--- config.mk ---
export PLATFORM = sky130hd
export DESIGN_NAME = keypad_scan_flat
export DESIGN_NICKNAME = d
export VERILOG_FILES = /design/src/rtl/keypad_if.sv /design/src/rtl/keypad_scan.sv /design/src/flat_wrapper.sv
export SDC_FILE = /design/constraint.sdc
export NUM_CORES = 1
export LEC_CHECK = 0
export ABC_CLOCK_PERIOD_IN_PS = 3030
export CORE_ASPECT_RATIO = 1.1
export CORE_MARGIN = 5
export CORE_UTILIZATION = 58
export CTS_CLUSTER_DIAMETER = 80
export CTS_CLUSTER_SIZE = 24
export DETAILED_ROUTE_END_ITERATION = 6
export MAX_ROUTING_LAYER = met4
export PLACE_DENSITY = 0.79
export SLEW_MARGIN = 10
export SYNTH_ARGS = -nofsm -noshare
export SYNTH_HDL_FRONTEND = slang
export SYNTH_SLANG_ARGS = --single-unit
--- constraint.sdc ---
create_clock -name clk -period 3.03 [get_ports clk]
set_input_delay 0.909 -clock clk [delete_from_list [all_inputs] [get_ports clk]]
set_output_delay 0.909 -clock clk [all_outputs]
set_load 0.05 [all_outputs]
--- src/rtl/keypad_if.sv ---
// keypad_if: key matrix pins plus decoded key outputs; key_release_o exists only with KEYPAD_RELEASE_EN
interface keypad_if;
  logic [3:0] row_i;
  logic [3:0] col_o;
  logic [3:0] key_code_o;
  logic       key_valid_o;
  logic       key_down_o;
`ifdef KEYPAD_RELEASE_EN
  logic       key_release_o;
  modport master (input row_i, output col_o, key_code_o, key_valid_o, key_down_o, key_release_o);
  modport slave  (output row_i, input col_o, key_code_o, key_valid_o, key_down_o, key_release_o);
`else
  modport master (input row_i, output col_o, key_code_o, key_valid_o, key_down_o);
  modport slave  (output row_i, input col_o, key_code_o, key_valid_o, key_down_o);
`endif
endinterface

--- src/rtl/keypad_scan.sv ---
// keypad_scan: 4x4 active-low matrix scanner with debounce; KEYPAD_RELEASE_EN adds a key_release pulse
module keypad_scan #(
  parameter logic [15:0] SCAN_DIV       = 16'd50000,
  parameter logic [7:0]  DEBOUNCE_TICKS = 8'd4
) (
  input logic      clk,
  input logic      reset,
  keypad_if.master kp
);
  typedef enum logic [1:0] {SCAN, DEBOUNCE, HELD} state_t;
  state_t      state_q;
  logic [3:0]  sync_q, row_s_q, cand_q, key_code_q;
  logic [15:0] pre_q;
  logic [1:0]  col_idx_q;
  logic [7:0]  deb_cnt_q;
  logic        key_valid_q, key_down_q;
  logic        tick, hit, cand_open;
  logic [1:0]  hit_row;
  logic [7:0]  deb_d;
`ifdef KEYPAD_RELEASE_EN
  logic        key_release_q;
  assign kp.key_release_o = key_release_q;
`endif
  always_comb begin
    tick      = pre_q == SCAN_DIV - 16'd1;
    hit       = ~&row_s_q;
    hit_row   = !row_s_q[0] ? 2'd0 : !row_s_q[1] ? 2'd1 : !row_s_q[2] ? 2'd2 : 2'd3;
    cand_open = row_s_q[cand_q[3:2]];
    deb_d     = deb_cnt_q + 8'd1;
  end
  always_ff @(posedge clk) begin
    if (reset) begin
      state_q     <= SCAN;
      sync_q      <= 4'hF;
      row_s_q     <= 4'hF;
      pre_q       <= '0;
      col_idx_q   <= '0;
      deb_cnt_q   <= '0;
      cand_q      <= '0;
      key_code_q  <= '0;
      key_valid_q <= 1'b0;
      key_down_q  <= 1'b0;
`ifdef KEYPAD_RELEASE_EN
      key_release_q <= 1'b0;
`endif
    end else begin
      sync_q      <= kp.row_i;
      row_s_q     <= sync_q;
      pre_q       <= tick ? '0 : pre_q + 16'd1;
      key_valid_q <= 1'b0;
`ifdef KEYPAD_RELEASE_EN
      key_release_q <= 1'b0;
`endif
      if (tick) begin
        case (state_q)
          SCAN: begin
            if (!hit) col_idx_q <= col_idx_q + 2'd1;
            else if (DEBOUNCE_TICKS == 8'd1) begin
              cand_q      <= {hit_row, col_idx_q};
              key_code_q  <= {hit_row, col_idx_q};
              key_valid_q <= 1'b1;
              key_down_q  <= 1'b1;
              deb_cnt_q   <= '0;
              state_q     <= HELD;
            end else begin
              cand_q    <= {hit_row, col_idx_q};
              deb_cnt_q <= 8'd1;
              state_q   <= DEBOUNCE;
            end
          end
          DEBOUNCE: begin
            if (cand_open) begin
              deb_cnt_q <= '0;
              col_idx_q <= col_idx_q + 2'd1;
              state_q   <= SCAN;
            end else if (deb_d == DEBOUNCE_TICKS) begin
              key_code_q  <= cand_q;
              key_valid_q <= 1'b1;
              key_down_q  <= 1'b1;
              deb_cnt_q   <= '0;
              state_q     <= HELD;
            end else deb_cnt_q <= deb_d;
          end
          HELD: begin
            // any re-closure during release debounce restarts the count
            if (!cand_open) deb_cnt_q <= '0;
            else if (deb_d == DEBOUNCE_TICKS) begin
              key_down_q <= 1'b0;
`ifdef KEYPAD_RELEASE_EN
              key_release_q <= 1'b1;
`endif
              deb_cnt_q  <= '0;
              col_idx_q  <= col_idx_q + 2'd1;
              state_q    <= SCAN;
            end else deb_cnt_q <= deb_d;
          end
          default: state_q <= SCAN;
        endcase
      end
    end
  end
  assign kp.col_o       = ~(4'b0001 << col_idx_q);
  assign kp.key_code_o  = key_code_q;
  assign kp.key_valid_o = key_valid_q;
  assign kp.key_down_o  = key_down_q;
endmodule
--- src/flat_wrapper.sv ---
// flat-port wrapper written by rule: the top's interface ports become plain ports
module keypad_scan_flat 
#(
  parameter logic [15:0] SCAN_DIV       = 16'd50000,
  parameter logic [7:0]  DEBOUNCE_TICKS = 8'd4
)
  (clk, reset, kp_row_i, kp_col_o, kp_key_code_o, kp_key_valid_o, kp_key_down_o);
  keypad_if kp_i ();
  input logic clk;
  input logic reset;
  input wire logic [$bits(kp_i.row_i)-1:0] kp_row_i;
  output wire logic [$bits(kp_i.col_o)-1:0] kp_col_o;
  output wire logic [$bits(kp_i.key_code_o)-1:0] kp_key_code_o;
  output wire logic [$bits(kp_i.key_valid_o)-1:0] kp_key_valid_o;
  output wire logic [$bits(kp_i.key_down_o)-1:0] kp_key_down_o;
  assign kp_i.row_i = kp_row_i;
  assign kp_col_o = kp_i.col_o;
  assign kp_key_code_o = kp_i.key_code_o;
  assign kp_key_valid_o = kp_i.key_valid_o;
  assign kp_key_down_o = kp_i.key_down_o;
  keypad_scan #(.SCAN_DIV(SCAN_DIV), .DEBOUNCE_TICKS(DEBOUNCE_TICKS)) u_core (.clk(clk), .reset(reset), .kp(kp_i));
endmodule
==> qor.yml <==
status: "finished, final reports clean"
first_global_vias: 1777
worstMarginPinSlew_ps: 1067
dp_hpwl_um: 3287
rsz0062_at_grt: "false"
clock_sinks: 46
hold_viol: 0
yosys_warnings: 0
endpoint_kind: "primary output"
insertion_delay_ps: 300
drv_slew: 0
gp_congestion: 0.9117
overflow: 0
die_h_um: 75.52
cts_root_buffer: "clkbuf_8"
post-cts-setup-buffer-count: 0
grt_antenna_before_repair: 0
dr_total_vias: 1865
cts_buffers: 5
htreeDepth: 2
worstPathMaxFanout: 5
cp_data_arrival_time_ps: 1900
dr_wl_met2_um: 2122
ir_drop_mv: 0.2910
via_per_inst: 5.756
grt.total_usage_pct: 19.62
die_x_um: 69.56
synth_cell_type_count: 47
synth-seq-cells: 46
setup_ws_ps: 223.1
synth_mux_area_share_pct: 4.146
route.met3.wl_um: 170
yosysTopAreaCell: "dfxtp_1"
synthCells: 256
top_layer: "met4"
boundaryPins: 16
p_leak_nw: 0.8949
syn_avg_cell_area_sq_um: 8.841
grt_max_degree: 31
die_area_sq_mm: 0.005253
routed_wl_um: 4560
syn2layout_area_growth_pct: 13.99
period_share_pct: 92.64
fmax_ghz: 0.3563
clkSlewWorstSetupHoldPaths_ps: 80
fin_tns_setup_ps: 0
grt_pass1_wl_um: 8010
ant_nets: 0
hold_buffers: 0
start_kind: "flip-flop"
num_antenna_cells: 0
min_period_ps: 2807
worstPathRequired_ps: 2120
fin_skew_ps: 4.307
drtIter0Drc: 123
max-clock-path-buffers: 2
drive_above_1_share_pct: 9.854
syn_nets: 273
dr.pass1.iters: 4
synth-simple-area-share_pct: 28.63
maxCapViolCount: 0
syn-cell-area_sq_mm: 0.002263
synthAdderAreaFrac_pct: 6.081
multi_input_area_sq_mm: 0.001250
worstSetupPathType: "flip-flop to primary output"
dp_slack_ps: 333.5
relSlewSlack_pct: 28.36
r2r_slack_ps: 310
powerDensity_mw_per_mm2: 427.1
wl_met1_um: 2184
setup_viol_count_final: 0
rows: 23
cts_resized: 0
synth_top_family_by_area: "simple AND/OR/NAND/NOR gates"
yosys-top-cells-area: "dfxtp_1 41%, ha_1 6.1%, nor2_1 5.1%"
synth_compound_area_share_pct: 10.95
yosys.area.top_type_share_pct: 40.69
core_area_sq_mm: 0.003712
avgRoutedWirePerCell_um: 14.07
start_util_pct: 60.97
ys_seq_area_share_pct: 40.69
synth_xor_area_share_pct: 5.417
regArea_sq_um: 920.9
synthArstFlopShare_pct: 0
hold_class: "flip-flop to flip-flop"
fill_cells: 292
synth-edff-count: 0
cts_tree: "yes"
synth_ff_type: "dfxtp_1"
nNetsFinal: 290
drc: 0
io_buffers: 15
[worst paths after layout]
path                            cells past startpoint                 from                  end
worst max-delay path                                4  u_core.col_idx_q[0]          kp_col_o[0]
worst min-delay path                                1     u_core.sync_q[3]    u_core.row_s_q[3]
worst max register to register                      6      u_core.pre_q[0]  u_core.deb_cnt_q[3]
worst min register to register                      1     u_core.sync_q[3]    u_core.row_s_q[3]
[metrics by stage]
| stage | total power, mW | util (%) | cells | hold slack, ps | instance area [sq um] |
|---|---|---|---|---|---|
| global route | 1.142 | 69.50 | 324 | 429.2 | 2580 |
| finish | 1.102 | 69.50 | 324 | 413.6 | 2580 |
| floorplan | 0.6537 | - | 256 | 389.5 | 2263 |
| CTS | 1.113 | 69.50 | 324 | 417.3 | 2580 |
| global placement | 0.6661 | 66.53 | 316 | 391.1 | 2470 |
| detailed placement | 0.6692 | 66.53 | 316 | 398.2 | 2470 |
[power by group]
part | switching (mW) | internal, mW | total [mW]
Clock | 0.202 | 0.246 | 0.448
Combinational | 0.0202 | 0.0168 | 0.0370
Sequential | 0.00518 | 0.612 | 0.617
Total | 0.227 | 0.875 | 1.10
[flip-flops by register name, summed over array words and instances (netlist names)]
register               count
u_core.col_idx_q           2
u_core.row_s_q             4
u_core.deb_cnt_q           8
u_core.kp.key_down_o       1
u_core.kp.key_code_o       4
u_core.sync_q              4
u_core.state_q             2
u_core.cand_q              4
u_core.pre_q              16
u_core.kp.key_valid_o      1
[cells in the mapped netlist, drive strengths merged, types with 2 or more instances]
master / instances
a32o: 2
o31ai: 3
buf: 2
or2: 9
o21ai: 8
nand2: 8
nand2b: 5
or4: 8
nand3b: 2
xnor2: 6
nand4: 7
nor4b: 3
a21oi: 11
or4b: 2
dfxtp: 46
ha: 11
nor3: 5
and3: 4
a31o: 2
clkbuf: 7
nand3: 17
nor2: 31
mux2i: 6
inv: 15
and4: 2
nor2b: 5
xor2: 8
nor4: 4
[routing by layer]
metal | track usage [%] | vias to the layer above
li1 | - | 949
met1 | 23.26 | 871
met2 | 33.05 | 36
met3 | 3.694 | 9
met4 | 8.677 | 0
met5 | - | -
[worst max-delay path: stages (launching register included)]
cell	delay, ps
dfxtp_1	420
inv_1	110
ha_1	210
inv_1	70
clkdlybuf4s50_1	800
[layout make-up]
cell class | count | area share (%)
Clock buffer | 6 | 2.813
Clock inverter | 2 | 1.455
Inverter | 15 | 2.182
Multi-Input combinational cell | 186 | 48.45
Sequential cell | 46 | 35.69
Tap cell | 50 | 2.425
Timing Repair Buffer | 19 | 6.984
[cell families after synthesis]
logic type,count (synthesis)
xor+xnor,14
simple gates,117
compound gates,36
mux,8
buf+inv,24
fa+ha+maj,11
flops,46
[placed cells by master (no fill, tap or decap), drive strengths merged, types with 8 or more instances in the layout]
master,n
nor2,31
inv,15
or2,9
or4,8
xor2,8
o21ai,8
ha,11
nand2,8
a21oi,11
dfxtp,46
clkdlybuf4s50,15
nand3,17
No activity file was read; power rests on OpenSTA's default activity.
